==> src/rtl/div_pkg.sv <==
// Shared constants and types for the multi-cycle signed divider.
// Iteration count, counter width, state encoding and magnitude helper.
package div_pkg;

  localparam int unsigned DIV_ITERS = 32;
  localparam int unsigned DIV_CNT_W = 6;
  localparam logic [31:0] INT_MIN   = 32'h8000_0000;
  localparam logic [31:0] NEG_ONE   = 32'hFFFF_FFFF;

  typedef enum logic {
    ITER = 1'b0,
    DONE = 1'b1
  } div_state_e;

  // Two's-complement magnitude; INT_MIN maps to itself as unsigned 2^31.
  function automatic logic [31:0] abs32(input logic [31:0] x);
    return x[31] ? (~x + 32'd1) : x;
  endfunction

endpackage

==> src/rtl/cla_32.sv <==
// 32-bit carry-lookahead adder built from eight 4-bit lookahead groups.
// Groups ripple their carry; each group resolves its internal carries in parallel.
module cla_32 (
  input  logic [31:0] a_i,
  input  logic [31:0] b_i,
  input  logic        cin_i,
  output logic [31:0] sum_o,
  output logic        cout_o
);

  logic [31:0] g;
  logic [31:0] p;
  logic [32:0] c;

  assign g = a_i & b_i;
  assign p = a_i ^ b_i;
  assign c[0] = cin_i;

  for (genvar k = 0; k < 8; k++) begin : g_grp
    localparam int B = 4 * k;
    assign c[B+1] = g[B] | (p[B] & c[B]);
    assign c[B+2] = g[B+1] | (p[B+1] & g[B])
                  | (p[B+1] & p[B] & c[B]);
    assign c[B+3] = g[B+2] | (p[B+2] & g[B+1])
                  | (p[B+2] & p[B+1] & g[B])
                  | (p[B+2] & p[B+1] & p[B] & c[B]);
    assign c[B+4] = g[B+3] | (p[B+3] & g[B+2])
                  | (p[B+3] & p[B+2] & g[B+1])
                  | (p[B+3] & p[B+2] & p[B+1] & g[B])
                  | (p[B+3] & p[B+2] & p[B+1] & p[B] & c[B]);
  end

  assign sum_o  = p ^ c[31:0];
  assign cout_o = c[32];

endmodule

==> src/rtl/div_control.sv <==
// Sequencer for the divider: step counter plus ITER/DONE state.
// A high ctr_rst restarts the sequence; stepping begins on the first low edge.
module div_control
  import div_pkg::*;
(
  input  logic clock,
  input  logic ctr_rst,
  output logic step_en,
  output logic last_step,
  output logic done
);

  localparam logic [DIV_CNT_W-1:0] LAST_CNT = DIV_CNT_W'(DIV_ITERS - 1);

  div_state_e           state_q;
  logic [DIV_CNT_W-1:0] cnt_q;

  // Count restoring steps; the step at LAST_CNT retires into DONE.
  always_ff @(posedge clock) begin
    if (ctr_rst) begin
      cnt_q   <= '0;
      state_q <= ITER;
    end else if (state_q == ITER) begin
      cnt_q <= cnt_q + 1'b1;
      if (cnt_q == LAST_CNT) state_q <= DONE;
    end
  end

  assign step_en   = ~ctr_rst & (state_q == ITER);
  assign last_step = step_en & (cnt_q == LAST_CNT);
  assign done      = (state_q == DONE);

endmodule

==> src/rtl/div.sv <==
// Multi-cycle signed 32-bit restoring divider, one quotient bit per clock.
// Quotient truncates toward zero; flags divide-by-zero and INT_MIN / -1.
module div
  import div_pkg::*;
(
  input  logic        clock,
  input  logic        ctr_rst,
  input  logic [31:0] data_operandA,
  input  logic [31:0] data_operandB,
  output logic [31:0] data_result,
  output logic        data_exception,
  output logic        data_resultRDY
);

  logic [31:0] quo_q;
  logic [31:0] dvs_q;
  logic [31:0] rem_q;
  logic        sa_q;
  logic        sb_q;
  logic        ovf_q;
  logic [31:0] res_q;
  logic        exc_q;
  logic        rdy_q;

  logic        step_en;
  logic        last_step;
  logic        done;

  logic [31:0] trial;
  logic [31:0] diff;
  logic        sub_co;
  logic        t_neg;
  logic [31:0] quo_d;
  logic [31:0] rem_d;
  logic [31:0] quo_neg;
  logic        neg_co_unused;
  logic        dz;
  logic [31:0] res_d;

  div_control u_ctrl (
    .clock     (clock),
    .ctr_rst   (ctr_rst),
    .step_en   (step_en),
    .last_step (last_step),
    .done      (done)
  );

  // Remainder is always below the divisor, so its dropped top bit is zero.
  assign trial = {rem_q[30:0], quo_q[31]};

  cla_32 u_sub (
    .a_i    (trial),
    .b_i    (~dvs_q),
    .cin_i  (1'b1),
    .sum_o  (diff),
    .cout_o (sub_co)
  );

  assign t_neg = ~(rem_q[31] ^ sub_co);
  assign quo_d = {quo_q[30:0], ~t_neg};
  assign rem_d = t_neg ? trial : diff;

  cla_32 u_neg (
    .a_i    (~quo_d),
    .b_i    (32'h0),
    .cin_i  (1'b1),
    .sum_o  (quo_neg),
    .cout_o (neg_co_unused)
  );

  assign dz    = (dvs_q == 32'h0);
  assign res_d = dz ? 32'h0 : ((sa_q ^ sb_q) ? quo_neg : quo_d);

  // Load operands on ctr_rst, step while iterating, register result on last step.
  always_ff @(posedge clock) begin
    if (ctr_rst) begin
      quo_q <= abs32(data_operandA);
      dvs_q <= abs32(data_operandB);
      rem_q <= '0;
      sa_q  <= data_operandA[31];
      sb_q  <= data_operandB[31];
      ovf_q <= (data_operandA == INT_MIN) & (data_operandB == NEG_ONE);
      res_q <= '0;
      exc_q <= 1'b0;
      rdy_q <= 1'b0;
    end else if (step_en) begin
      quo_q <= quo_d;
      rem_q <= rem_d;
      if (last_step) begin
        res_q <= res_d;
        exc_q <= dz | ovf_q;
        rdy_q <= 1'b1;
      end
    end
  end

  assign data_result    = res_q;
  assign data_exception = exc_q;
  assign data_resultRDY = rdy_q & done;

endmodule
==> config.mk <==
export PLATFORM = sky130hd
export DESIGN_NAME = div
export DESIGN_NICKNAME = d
export VERILOG_FILES = /design/src/rtl/div_pkg.sv /design/src/rtl/cla_32.sv /design/src/rtl/div_control.sv /design/src/rtl/div.sv
export SDC_FILE = /design/constraint.sdc
export NUM_CORES = 1
export LEC_CHECK = 0
export BUFFER_PORTS_ARGS = -buffer_cell sky130_fd_sc_hd__clkbuf_2
export CAP_MARGIN = 20
export CORE_MARGIN = 3
export CORE_UTILIZATION = 25
export CTS_CLUSTER_SIZE = 12
export DETAILED_ROUTE_END_ITERATION = 10
export SYNTH_ARGS = -nofsm -noshare
export SYNTH_HDL_FRONTEND = slang
export SYNTH_SLANG_ARGS = --single-unit
==> constraint.sdc <==
create_clock -name clock -period 4.25 [get_ports clock]
set_input_delay 0.6375 -clock clock [delete_from_list [all_inputs] [get_ports clock]]
set_output_delay 0.6375 -clock clock [all_outputs]
set_load 0.02 [all_outputs]
==> results of run 1 <==
[tightest hold or removal path, delay by kind of cell (launching register included)]
kind / cells / cell delay (ns)
AO/OA/AOI/OAI: 1 / 0.06
flip-flops: 1 / 0.33
AND/OR/NAND/NOR: 1 / 0.05
[flip-flops by register name (all words and copies together) (netlist names)]
register        flops
rem_q              32
rdy_q               1
quo_q              32
u_ctrl.done         1
data_exception      1
ovf_q               1
u_ctrl.cnt_q        6
sa_q                1
dvs_q              32
sb_q                1
data_result        32
[Yosys cell counts, drive strengths merged, types with 18 or more instances]
cell	n
inv	62
dfxtp	73
nor4	22
nand4	32
mux2i	18
edfxtp	67
nor3	30
nor2	104
nand2	106
clkbuf	47
nand3	33
xor2	40
o21ai	44
or3	23
a21oi	68
or4	20
o31ai	19
ha	41
xnor2	47
[final timing paths]
path                           to            start  cells after the start
hold / removal    data_result[26]  data_result[26]                      2
hold reg to reg   data_result[26]  data_result[26]                      2
setup / recovery  data_result[28]        dvs_q[13]                     14
setup reg to reg  data_result[28]        dvs_q[13]                     14
[cell usage in the layout (no fill, tap or decap), types with 18 or more instances in the layout]
| cell | count |
|---|---|
| nor2_1 | 103 |
| ha_1 | 41 |
| xnor2_1 | 46 |
| o21ai_0 | 44 |
| o31ai_1 | 18 |
| a21oi_1 | 68 |
| nand3_1 | 33 |
| nand2_1 | 106 |
| nor4_1 | 21 |
| or3_1 | 19 |
| nor3_1 | 30 |
| or4_1 | 18 |
| clkbuf_2 | 98 |
| clkbuf_16 | 19 |
| mux2i_1 | 18 |
| nand4_1 | 32 |
| dfxtp_1 | 73 |
| inv_1 | 61 |
| edfxtp_1 | 67 |
| xor2_1 | 40 |
[per-layer routing]
| metal | routed length [microns] | part of all wire, % |
|---|---|---|
| met1 | 12100 | 47 |
| met2 | 11900 | 47 |
| met3 | 1120 | 4.4 |
| met4 | 507 | 2.0 |
| met5 | 13 | 0.051 |
[through the flow]
| step | hold WS [ns] | instance area (sq um) | total power (W) | instances | setup slack (ns) |
|---|---|---|---|---|---|
| 3_5_place_dp | 0.458 | 10200 | 0.00378 | 1576 | 0.288 |
| 2_1_floorplan | 0.447 | 9200 | 0.00326 | 1058 | 0.679 |
| 3_3_place_gp | 0.464 | 10200 | 0.00373 | 1576 | 0.407 |
| 4_1_cts | 0.452 | 10800 | 0.00525 | 1608 | 0.574 |
| 5_1_grt | 0.470 | 10800 | 0.00559 | 1608 | 0.121 |
| 6_report | 0.467 | 10800 | 0.00522 | 1609 | 0.502 |
[logic make-up (layout without fill, tap and decap cells)]
group | count (synthesis) | after routing
compound gates | 232 | 232
simple gates | 413 | 413
xor+xnor | 87 | 87
fa+ha+maj | 48 | 48
other cells | 0 | 1
buf+inv | 119 | 208
mux | 19 | 19
flops | 140 | 140
[power breakdown]
part	internal, W	switching (W)
combinational	0.000778	0.00115
clock	0.000857	0.000592
sequential	0.00164	0.000203
total	0.00328	0.00194
[cell type report]
type | instances | area, sq um
antenna | 1 | 2.50
clock buffer | 23 | 520
clock inverter | 9 | 58.8
fill | 3774 | 25200
inverter | 63 | 236
multi-input combinational | 799 | 5280
sequential | 140 | 3470
tap | 461 | 577
timing repair buffer | 113 | 603
==> results_dict.tcl, run 1 <==
set metrics [dict create \
    fp.dieH_microns 198 \
    syn_area_sq_um 9200 \
    fin_util_pct 29.9 \
    routed_via_density 5.04 \
    worstPathRequired_ns 4.54 \
    critPathTopFamily "compound AO/OA/AOI/OAI gates" \
    grt_pass1_vias 7857 \
    wl_per_cell_microns 15.9 \
    synth_area_leaders "edfxtp_1 (22%), dfxtp_1 (16%), ha_1 (5.6%)" \
    first_pass_iters 5 \
    drive_above_1_share_pct 14.8 \
    max-slew-margin-rel_pct 29.9 \
    gp_congestion 0.878 \
    num_vias 8107 \
    grt-ovfl-total 0 \
    slew_viol_final 0 \
    postCtsSetupBuffers 0 \
    syn2layout_area_growth_pct 17.0 \
    dieArea_sq_um 39100 \
    ir_worst_vdd_mv 0.310 \
    grt_antenna_before_repair 2 \
    yosys.area_share.simple_pct 22.7 \
    met3_usage_pct 2.77 \
    num_rows 69 \
    worst_pin_slew_ns 1.05 \
    ys_types 68 \
    grt_max_degree 93 \
    wl_microns 25700 \
    ys_ff_latch 140 \
    finalNetCount 1248 \
    ioPinCount 100 \
    crit_path_end_kind "register" \
    crit_buf_inv 1 \
    cp_slowest_cell "nor4_1" \
    p_leak_nw 4.10 \
    startpoint_type "register" \
    synth_fa_ha_area_share_pct 7.10 \
    hpwl_microns 18800 \
    status "completed" \
    cp_data_arrival_time_ns 4.03 \
    hold_viol_final 0 \
    timing.fmax_mhz 267 \
    grt_pass1_wl_microns 41400 \
    clockBufferDepth 2 \
    cts_made_buffers 17 \
    syn-num-nets 1172 \
    cts_tree "yes" \
    powerDensity_nw_per_um2 485 \
    root_buffer "clkbuf_16" \
    grtUsageTotal_pct 13.2 \
    ys.flop_type "dfxtp_1" \
    use_met2_pct 21.2 \
    synth-xor-area-share_pct 8.29 \
    cts.sinks 140 \
    synth_mux_area_share_pct 2.08 \
    cp_max_fo 7 \
    ys_warn_count 0 \
    grt_busiest_layer "met2" \
    fin_tns_setup_ns 0 \
    fp.dieW_microns 198 \
    met1_usage_pct 17.6 \
    synth_compound_area_share_pct 17.2 \
    min_period_over_period_pct 88.2 \
    synth_top_area_cell "edfxtp_1" \
    port_buffers 99 \
    synth_top_area_share_pct 21.9 \
    hold_path_class "register to register" \
    synth_top_family_by_area "simple AND/OR/NAND/NOR gates" \
    clk_pin_slew_ns 0.06 \
    ctsHoldBuffers 0 \
    rsz0062_at_grt "no" \
    ctsResizeCount 0 \
    fin_skew_ns 0.0102 \
    initial_utilization_pct 25.6 \
    syn_area_per_cell_sq_um 8.69 \
    htreeDepth 4 \
    yosysSeqAreaShare_pct 37.8 \
    drc 0 \
    syn-instance-count 1058 \
    cp_slowest_stage_delay_ns 0.38 \
    setup_viol 0 \
    coreArea_sq_um 35900 \
    worstSkewPairLatency_ns 0.44 \
    drt_iter0_markers 590 \
    rrSetupSlack_ns 0.50 \
    async_reset_ff_share_pct 0 \
    synth_edf_count 67 \
    ant_nets 0 \
    path_cells "inv_1, ha_1, a21oi_1, nor3_1, o311a_1, o21ai_0, a211o_1, nand3_1, nor4_1, ha_1, mux2i_1, nor2_1, a21oi_1, nor2_1" \
    drv_cap 0 \
    post-route-min-period_ns 3.75 \
    path_class "register to register" \
]
Power figures use the tool's default switching activity.
==> inputs of run 2 (changes only) <==
RECOVER_POWER = 50   (was default)
==> results_dict.tcl, run 2 (synthesis gave the netlist of run 1 again) <==
set metrics [dict create \
    htreeDepth 4 \
    powerDensity_nw_per_um2 488 \
    first_pass_iters 5 \
    gp_congestion 0.878 \
    grt-ovfl-total 0 \
    path_class "register to register" \
    ctsHoldBuffers 0 \
    rsz0062_at_grt "no" \
    worst_pin_slew_ns 2.56 \
    cts_tree "yes" \
    drive_above_1_share_pct 11.6 \
    hold_viol_final 0 \
    p_leak_nw 3.97 \
    dieArea_sq_um 39100 \
    crit_path_end_kind "register" \
    hold_path_class "register to register" \
    worstSkewPairLatency_ns 0.44 \
    final_common_cell "nand2_1" \
    r2r_start "dvs_q[13]" \
    ctsResizeCount 0 \
    max-slew-margin-rel_pct -70.7 \
    fillers 3796 \
    syn2layout_area_growth_pct 16.4 \
    path_cells "inv_1, ha_1, a21oi_1, nor3_1, o311a_1, o21ai_0, a211o_1, nand3_1, nor4_1, ha_1, mux2i_1, nor2_1, a21oi_1, nor2_1" \
    hold_path.startpoint "data_result[26]" \
    power.total_w 0.00522 \
    cp_data_arrival_time_ns 4.03 \
    fp.dieH_microns 198 \
    cp_max_fo 7 \
    routed_via_density 5.05 \
    finalNetCount 1248 \
    min_period_over_period_pct 88.9 \
    fin_util_pct 29.8 \
    status "finished, violations left" \
    layout_common_cells "nand2_1 (106), nor2_1 (103), dfxtp_1 (73)" \
    grt_pass1_wl_microns 41400 \
    instances_no_fill 1609 \
    timing.hold.ws_ns 0.463 \
    met1_usage_pct 17.6 \
    cp_slowest_stage_delay_ns 0.38 \
    setup_viol 0 \
    slew_viol_final 179 \
    drt_iter0_markers 623 \
    worstPathRequired_ns 4.50 \
    fin_skew_ns 0.0112 \
    grt_max_degree 93 \
    grt_antenna_before_repair 2 \
    use_met2_pct 21.2 \
    timing.fmax_mhz 265 \
    cp_slowest_cell "nor4_1" \
    cts.sinks 140 \
    wl_per_cell_microns 16.0 \
    dp.cells 1576 \
    clk_pin_slew_ns 0.06 \
    port_buffers 99 \
    cts_made_buffers 17 \
    root_buffer "clkbuf_16" \
    grt_busiest_layer "met2" \
    wl_microns 25700 \
    drc 0 \
    ioPinCount 100 \
    startpoint_type "register" \
    hpwl_microns 18800 \
    fin_tns_setup_ns 0 \
    num_vias 8133 \
    violations "capacitance limit, slew limit" \
    fp.dieW_microns 198 \
    ir_worst_vdd_mv 0.310 \
    coreArea_sq_um 35900 \
    met3_usage_pct 2.77 \
    postCtsSetupBuffers 0 \
    num_rows 69 \
    initial_utilization_pct 25.6 \
    drv_cap 3 \
    grt_pass1_vias 7857 \
    startpoint "dvs_q[13]" \
    post-route-min-period_ns 3.78 \
    ant_nets 0 \
    clockBufferDepth 2 \
    grtUsageTotal_pct 13.2 \
]
-- run 2: changes by cell type in the layout (fill, tap and decap cells not counted), sizes merged --
cell,before,now
clkbuf,121,125
buf,15,11
-- run 2: path summary, 6_finish.rpt --
| path | to | slack, ns | cells past startpoint |
|---|---|---|---|
| setup / recovery | data_result[28] | 0.47 | 14 |
| hold / removal | data_result[26] | 0.46 | 2 |
| setup reg to reg | data_result[28] | 0.47 | 14 |
| hold reg to reg | data_result[26] | 0.46 | 2 |
-- run 2: layout make-up --
cell class | count | area (sq um) | share of cell area, %
inverters | 63 | 236 | 2.21
well taps | 461 | 577 | 5.39
clock buffers | 23 | 520 | 4.86
flip-flops and latches | 140 | 3470 | 32.5
repair buffers | 113 | 547 | 5.11
multi-input cells | 799 | 5280 | 49.4
diodes | 1 | 2.50 | 0.0234
clock inverters | 9 | 58.8 | 0.550
-- run 2: stage by stage --
step / setup slack [ns] / area [sq um]
final: 0.474 / 10700
after global routing: 0.0814 / 10700
after CTS: 0.574 / 10800
after detailed placement: 0.288 / 10200
after global placement: 0.407 / 10200
after floorplan: 0.679 / 9200
-- run 2: per-layer routing --
metal,up-vias,part of all wire (%)
li1,4047,-
met4,2,2.1
met5,-,0.078
met3,37,4.2
met2,164,46
met1,3883,47
-- run 2: where the power goes --
part	internal (W)	switching, W	total, W
Clock	0.000857	0.000591	0.00145
Combinational	0.000778	0.00115	0.00193
Sequential	0.00164	0.000203	0.00185
-- run 2: critical path: cells and delay by family, from the launching register on --
family	cells	cell delay, ns
simple gates	5	0.97
buf+inv	1	0.05
fa+ha+maj	2	0.64
compound gates	5	1.39
flops	1	0.35
mux	1	0.16
==> inputs of run 3 (changes only) <==
CORE_UTILIZATION = 60   (was 25)
PLACE_DENSITY = 0.81   (was default)
==> results_dict.tcl, run 3 (synthesis gave the netlist of run 1 again) <==
set metrics [dict create \
    cp_data_arrival_time_ns 3.88 \
    routed_via_density 6.25 \
    switching_share_pct 37.0 \
    layout_common_cells "nand2_1 (106), nor2_1 (103), dfxtp_1 (73)" \
    cts_tree "yes" \
    path_class "register to register" \
    ant_nets 0 \
    clkPwrFrac_pct 27.8 \
    min_period_over_period_pct 84.6 \
    syn2layout_area_growth_pct 12.4 \
    root_buffer "clkbuf_16" \
    fp.dieH_microns 130 \
    startpoint_type "register" \
    met3_usage_pct 6.06 \
    power.total_w 0.00521 \
    ff_latch_area_sq_um 3470 \
    cp_slowest_stage_delay_ns 0.45 \
    cts.sinks 140 \
    grtUsageTotal_pct 27.3 \
    coreArea_sq_um 14800 \
    p_int_w 0.00328 \
    max-slew-margin-rel_pct -21.6 \
    powerDensity_nw_per_um2 504 \
    setup_viol 0 \
    hold_path_class "register to register" \
    slew_viol_final 122 \
    drv_cap 2 \
    dieArea_sq_um 16800 \
    p_leak_nw 3.95 \
    status "finished, violations left" \
    ctsResizeCount 0 \
    use_met2_pct 39.7 \
    postCtsSetupBuffers 0 \
    ir_worst_vdd_mv 0.383 \
    power_frac_seq_pct 35.9 \
    violations "capacitance limit, slew limit" \
    worstSkewPairLatency_ns 0.43 \
    final_common_cell "nand2_1" \
    hpwl_microns 16100 \
    ioPinCount 100 \
    cp_slowest_cell "nor4b_2" \
    dpl_cell_area_sq_um 9810 \
    initial_utilization_pct 62.3 \
    worstPathRequired_ns 4.54 \
    grt_antenna_before_repair 0 \
    fp.dieW_microns 130 \
    grt-ovfl-total 0 \
    drive_above_1_share_pct 11.3 \
    fillers 1199 \
    crit_path_end_kind "register" \
    hold_viol_final 0 \
    multi_input_area_sq_um 5280 \
    grt_busiest_layer "met1" \
    path_cells "inv_1, ha_1, nand4_1, nor4b_2, nand2_1, o22a_1, a211o_1, nand3_1, inv_2, ha_1, mux2i_1, nor2_1, a21oi_1, nor2_1" \
    wl_microns 22800 \
    post-route-min-period_ns 3.59 \
    clk_pin_slew_ns 0.06 \
    met1_usage_pct 40.7 \
    wl_per_cell_microns 17.1 \
    worst_pin_slew_ns 1.82 \
    gp_congestion 0.887 \
    final_area_sq_um 10300 \
    grt_max_degree 89 \
    htreeDepth 4 \
    grt_pass1_wl_microns 36700 \
    ctsHoldBuffers 0 \
    num_rows 44 \
    cts_made_buffers 17 \
    clockBufferDepth 2 \
    timing.fmax_mhz 278 \
    num_vias 8307 \
    p_comb_share_pct 36.3 \
    fin_skew_ns 0.00843 \
    cp_max_fo 11 \
    finalNetCount 1247 \
    port_buffers 99 \
    fin_tns_setup_ns 0 \
    switchingPower_w 0.00192 \
    num_antenna_cells 0 \
    drc 0 \
    first_pass_iters 6 \
    drt_iter0_markers 775 \
    rsz0062_at_grt "no" \
    grt_pass1_vias 7297 \
]
[run 3: final cells by class]
type | count | share of cell area (%)
Clock buffer | 19 | 4.19
Clock inverter | 13 | 1.34
Inverter | 63 | 2.29
Multi-Input combinational cell | 799 | 51.1
Sequential cell | 140 | 33.6
Tap cell | 184 | 2.23
Timing Repair Buffer | 112 | 5.25
[run 3: power groups by stage]
stage                     logic (W)  clock network, W  registers (W)
after floorplan             0.00146                 0        0.00180
after global placement      0.00180                 0        0.00188
after detailed placement    0.00185                 0        0.00188
after CTS                   0.00186           0.00146        0.00186
after global routing        0.00212           0.00152        0.00189
final                       0.00189           0.00145        0.00187
[run 3: worst paths after layout]
check	from	to	slack [ns]	cells past startpoint
worst max-delay path	dvs_q[17]	data_result[1]	0.66	14
worst min-delay path	data_result[26]	data_result[26]	0.45	2
worst max register to register	dvs_q[17]	data_result[1]	0.66	14
worst min register to register	data_result[26]	data_result[26]	0.45	2
[run 3: stage by stage]
stage / setup WS (ns) / cells / hold slack [ns] / utilization (%)
floorplan: 0.679 / 1058 / 0.447 / -
global placement: 0.395 / 1297 / 0.433 / 66.5
detailed placement: 0.344 / 1297 / 0.445 / 66.5
CTS: 0.696 / 1329 / 0.459 / 70.4
global route: 0.259 / 1330 / 0.484 / 70.1
finish: 0.656 / 1330 / 0.452 / 70.1
[run 3: routing by layer]
metal / vias to the layer above / part of all wire [%] / wire (microns)
met5: - / 0 / 0
met4: 0 / 1.4 / 327
met3: 29 / 10 / 2270
met2: 371 / 43 / 9860
met1: 3854 / 45 / 10300
li1: 4053 / - / -
[run 3: critical path: cells and delay by family (launching register included)]
family | cells | cell delay (ns)
buffers and inverters | 2 | 0.22
AND/OR/NAND/NOR | 6 | 1.30
flip-flops | 1 | 0.35
adder cells (fa/ha/maj) | 2 | 0.68
AO/OA/AOI/OAI | 3 | 0.72
multiplexers | 1 | 0.19
